--- config.mk ---
export PLATFORM = sky130hd
export DESIGN_NAME = display_scan_ctrl
export DESIGN_NICKNAME = d
export VERILOG_FILES = /design/src/rtl/display_scan_ctrl.sv
export SDC_FILE = /design/constraint.sdc
export NUM_CORES = 1
export LEC_CHECK = 0
export ABC_CLOCK_PERIOD_IN_PS = 2260
export CAP_MARGIN = 40
export CORE_MARGIN = 2
export CORE_UTILIZATION = 56
export DETAILED_ROUTE_END_ITERATION = 6
export PLACE_DENSITY_LB_ADDON = 0.25
export REMOVE_ABC_BUFFERS = 1
export SYNTH_ARGS = -nofsm -noshare
export SYNTH_HDL_FRONTEND = slang
export SYNTH_SLANG_ARGS = --single-unit
--- constraint.sdc ---
create_clock -name i_clk -period 2.26 [get_ports i_clk]
set_input_delay 0.678 -clock i_clk [delete_from_list [all_inputs] [get_ports i_clk]]
set_output_delay 0.678 -clock i_clk [all_outputs]
set_load 0.02 [all_outputs]
--- src/rtl/display_scan_ctrl.sv ---
// -----------------------------------------------------------------------------
// display_scan_ctrl
//
// Converts a 7-bit binary value (0..127) into two BCD digits with a
// shift-add-3 (double-dabble) engine. It also generates a free-running
// digit-select square wave for a two-digit multiplexed display.
//
// Conversion timing, counted from the LOAD edge (edge 0):
//   edge 0     : capture VALUE, clear scratch and bit counter, raise BUSY
//   edges 1..7 : one shift-add-3 iteration per edge
//   edge 8     : register J/K/OVF, drop BUSY, return to IDLE
// A new LOAD is accepted on edge 9, which gives back-to-back throughput of
// 9 cycles.
//
// Optional feature macro: DISPLAY_SATURATE_EN
//   defined     : values above 99 display as 9/9 with OVF=1
//   not defined : values above 99 display the digits of VALUE-100 with OVF=1
//
// Parameters:
//   PRESCALE  clock cycles between SEL toggles (1 .. 2^20-1)
//
// Ports:
//   i_clk    in   1  system clock, rising-edge active
//   i_rst_n  in   1  synchronous active-low reset
//   i_value  in   7  binary value to display (0..127)
//   i_load   in   1  start strobe, sampled only in IDLE
//   o_j      out  4  BCD tens digit
//   o_k      out  4  BCD units digit
//   o_sel    out  1  digit-select square wave, period 2*PRESCALE cycles
//   o_busy   out  1  conversion in progress
//   o_ovf    out  1  last converted value was above 99
// -----------------------------------------------------------------------------
module display_scan_ctrl #(
    parameter int unsigned PRESCALE = 50000
) (
    input  logic       i_clk,
    input  logic       i_rst_n,
    input  logic [6:0] i_value,
    input  logic       i_load,
    output logic [3:0] o_j,
    output logic [3:0] o_k,
    output logic       o_sel,
    output logic       o_busy,
    output logic       o_ovf
);

    localparam logic [1:0]  S_IDLE  = 2'd0;
    localparam logic [1:0]  S_SHIFT = 2'd1;
    localparam logic [1:0]  S_DONE  = 2'd2;

    localparam logic [19:0] REFRESH_LAST = 20'(PRESCALE - 1);

    logic [1:0]  r_state;
    logic [6:0]  r_shift;
    logic [7:0]  r_scratch;
    logic [2:0]  r_bit_cnt;
    logic        r_hund;
    logic [3:0]  r_j;
    logic [3:0]  r_k;
    logic        r_ovf;
    logic        r_busy;
    logic [19:0] r_refresh;
    logic        r_sel;

    logic [7:0]  w_adj;

    // Add-3 correction applied to each nibble before the shift.
    // NOTE: every combinational output gets a default first so no path
    // leaves it unassigned; otherwise synthesis infers a latch.
    always_comb begin
        w_adj = r_scratch;
        if (r_scratch[3:0] >= 4'd5) begin
            w_adj[3:0] = r_scratch[3:0] + 4'd3;
        end
        if (r_scratch[7:4] >= 4'd5) begin
            w_adj[7:4] = r_scratch[7:4] + 4'd3;
        end
    end

    // Conversion FSM and datapath.
    // NOTE: sequential state uses non-blocking assignments only, so every
    // register samples pre-edge values regardless of statement order.
    always_ff @(posedge i_clk) begin
        if (!i_rst_n) begin
            r_state   <= S_IDLE;
            r_shift   <= '0;
            r_scratch <= '0;
            r_bit_cnt <= '0;
            r_hund    <= 1'b0;
            r_j       <= '0;
            r_k       <= '0;
            r_ovf     <= 1'b0;
            r_busy    <= 1'b0;
        end else begin
            case (r_state)
                S_IDLE: begin
                    if (i_load) begin
                        r_shift   <= i_value;
                        r_scratch <= '0;
                        r_bit_cnt <= '0;
                        r_hund    <= 1'b0;
                        r_busy    <= 1'b1;
                        r_state   <= S_SHIFT;
                    end
                end
                S_SHIFT: begin
                    // Bit 7 of the adjusted scratch is the hundreds carry;
                    // it leaves the register but is remembered for OVF.
                    r_scratch <= {w_adj[6:0], r_shift[6]};
                    r_shift   <= {r_shift[5:0], 1'b0};
                    r_hund    <= r_hund | w_adj[7];
                    r_bit_cnt <= r_bit_cnt + 3'd1;
                    if (r_bit_cnt == 3'd6) begin
                        r_state <= S_DONE;
                    end
                end
                S_DONE: begin
`ifdef DISPLAY_SATURATE_EN
                    if (r_hund) begin
                        r_j <= 4'd9;
                        r_k <= 4'd9;
                    end else begin
                        r_j <= r_scratch[7:4];
                        r_k <= r_scratch[3:0];
                    end
`else
                    r_j <= r_scratch[7:4];
                    r_k <= r_scratch[3:0];
`endif
                    r_ovf   <= r_hund;
                    r_busy  <= 1'b0;
                    r_state <= S_IDLE;
                end
                default: begin
                    r_busy  <= 1'b0;
                    r_state <= S_IDLE;
                end
            endcase
        end
    end

    // Free-running refresh divider. It is independent of the FSM.
    always_ff @(posedge i_clk) begin
        if (!i_rst_n) begin
            r_refresh <= '0;
            r_sel     <= 1'b0;
        end else if (r_refresh == REFRESH_LAST) begin
            r_refresh <= '0;
            r_sel     <= ~r_sel;
        end else begin
            r_refresh <= r_refresh + 20'd1;
        end
    end

    assign o_j    = r_j;
    assign o_k    = r_k;
    assign o_ovf  = r_ovf;
    assign o_busy = r_busy;
    assign o_sel  = r_sel;

endmodule

==> flow_summary.toml <==
[finish]
seqCellArea_mm2 = 0.00104
drive_above_1_share = 0.0800
diodes = 0
area_delta_synth_final_pct = 17.3
finalNetCount = 316
fillers = 347
multi_input_area_mm2 = 0.00117

[critical_path]
crit_buf_inv = 0
start_kind = "flop"
crit_slowest_cell = "or4_1"
cp_top_family = "simple AND/OR/NAND/NOR gates"
worstSetupEndpointType = "flop"
worst-setup-path-type = "flop to flop"
cp.arrival_ns = 2.22
crit_chain = "or4_1 -> or4_4 -> or3_1 -> a21oi_1"
max_stage_delay_ns = 0.56
crit_path_max_fanout = 4
r2r_slack_ns = 0.28
cp.required_ns = 2.50

[timing]
finalMaxSlewViolations = 0
clock.fmax_ghz = 0.505
tns_ns = 0
finalSetupViolations = 0
min_period_over_period = 0.877
slew_headroom = 0.616
tightest_slew_ns = 0.573
grt_setup_unrepaired = "false"
finalHoldWorstSlack_ns = 0.459
hold_viol_final = 0
min_period_ns = 1.98
clock-skew-final_ns = 0.00815

[floorplan]
coreArea_mm2 = 0.00397
fp.dieH_um = 68.2
io_pins = 21
initial_utilization = 0.581
die_area_mm2 = 0.00465
rows = 23
die_x_um = 68.2

[detailed_routing]
drtIter0Drc = 140
via_count = 1969
wire_per_inst_um = 13.7
drc = 0
drt-pass1-iter-count = 4
viasPerCell = 5.63
drtAntennaViolNets = 0
drt-total-wl_um = 4790

[synth]
synth-seq-cells = 52
yosysMostFrequentCell = "dfxtp_1"
syn_area_per_cell_um2 = 8.42
yosysWarnings = 0
yosysTopAreaCellShare = 0.451
synth_edf_count = 0
synth_seq_area_share = 0.451
synthCells = 274
synth_top_area_cell = "dfxtp_1"
ys_top_cells_by_area = "dfxtp_1, nor2_1, nand2_1"
ys.flop_type = "dfxtp_1"
synth_common_cells = "dfxtp_1, nor2_1, nand2_1"
ys_types = 39
syn_area_mm2 = 0.00231
synthArstFlopShare = 0

[grt]
grt_max_degree = 26
antenna_found_initial = 0
globalRouteOverflowTotal = 0
grt.total_usage = 0.231
grt_pass1_wl_um = 8190
grt_pass1_vias = 1800

[worst_hold_path]
hp-class = "flop to flop"

[placed_design]
gp_congestion = 0.863
portBuffers = 20
hpwl_um = 3320

[clock_network]
post_cts_resized = 0
root_buffer = "clkbuf_8"
clk_latency_ns = 0.31
hold_buffers = 0
cts_num_sinks = 52
cts_buffer_depth = 2
cts_tree = "built"
cts_setup_buffers = 0
cts_buffers = 5
clk_pin_slew_ns = 0.09
cts_max_level = 2

[pwr]
worst_ir_drop_vdd_mv = 0.558
p_leak_uw = 0.000919
p_per_area_mw_per_mm2 = 629

[run]
drv_cap = 0

[outcome]
status = "finished, final reports clean"
-- tightest hold or removal path, delay by kind of cell (launching register included) --
family / cells / cell delay [ns]
DFF: 1 / 0.32
and+or+nand+nor: 1 / 0.05
AOI/OAI and AO/OA: 1 / 0.05
-- cells by family after synthesis --
| group | synth area share |
|---|---|
| adders and majority gates | 0.0380 |
| and+or+nand+nor | 0.239 |
| muxes | 0.00977 |
| AOI/OAI and AO/OA | 0.153 |
| buffers and inverters | 0.0407 |
| DFF | 0.451 |
| xor gates and xnor gates | 0.0684 |
-- worst paths after layout --
path | start | endpoint | depth (start not counted)
setup / recovery | r_refresh[17]$_SDFF_PP0_ | o_sel$_SDFFE_PN0N_ | 4
hold / removal | o_k[0]$_SDFFE_PN0N_ | o_k[0]$_SDFFE_PN0N_ | 2
setup reg to reg | r_refresh[17]$_SDFF_PP0_ | o_sel$_SDFFE_PN0N_ | 4
hold reg to reg | o_k[0]$_SDFFE_PN0N_ | o_k[0]$_SDFFE_PN0N_ | 2
-- state kept, by name (all words and copies together), names as in the netlist --
| register | flops |
|---|---|
| r_bit_cnt | 3 |
| o_j | 4 |
| r_refresh | 20 |
| o_busy | 1 |
| o_sel | 1 |
| r_shift | 7 |
| o_k | 4 |
| o_ovf | 1 |
| r_scratch | 8 |
| r_state | 2 |
| r_hund | 1 |
-- layer usage --
metal	share of wire	GRT usage	routed length [µm]	up-vias
li1	-	-	-	997
met1	0.50	0.317	2390	910
met2	0.45	0.370	2130	55
met3	0.045	0.0444	216	7
met4	0.011	0.0650	53	0
met5	0	0	0	-
-- power breakdown --
| group | switching [µW] | total [µW] | internal [µW] |
|---|---|---|---|
| logic | 63.0 | 113 | 50.3 |
| registers | 16.6 | 952 | 936 |
| clock network | 308 | 636 | 328 |
| total | 387 | 1700 | 1310 |
-- metrics by stage --
stage          setup slack (ns)  std cells   util  instance area (µm²)  power, µW
3_3_place_gp              0.288        342  0.653                 2590       1080
4_1_cts                   0.287        350  0.681                 2700       1710
3_5_place_dp              0.217        342  0.653                 2590       1090
2_1_floorplan             0.401        265      -                 2260       1030
6_report                  0.279        350  0.681                 2700       1700
5_1_grt                   0.225        350  0.681                 2700       1760
-- cell usage in the layout, fill, tap and decap left out, types with 5 or more instances in the layout --
| cell | n |
|---|---|
| dfxtp_1 | 52 |
| nor2_1 | 39 |
| nand2_1 | 35 |
| a21oi_1 | 24 |
| clkdlybuf4s50_1 | 20 |
| o21ai_0 | 15 |
| xnor2_1 | 14 |
| inv_1 | 13 |
| nand3_1 | 10 |
| ha_1 | 7 |
| buf_4 | 6 |
| or4_1 | 5 |
| clkbuf_8 | 5 |
-- cell type report --
cell class / instances / area share
Inverter: 14 / 0.0194
Sequential cell: 52 / 0.385
Timing Repair Buffer: 27 / 0.0981
Tap cell: 50 / 0.0231
Clock inverter: 3 / 0.0157
Clock buffer: 5 / 0.0255
Multi-Input combinational cell: 199 / 0.433
No activity file was read; power rests on OpenSTA's default activity.
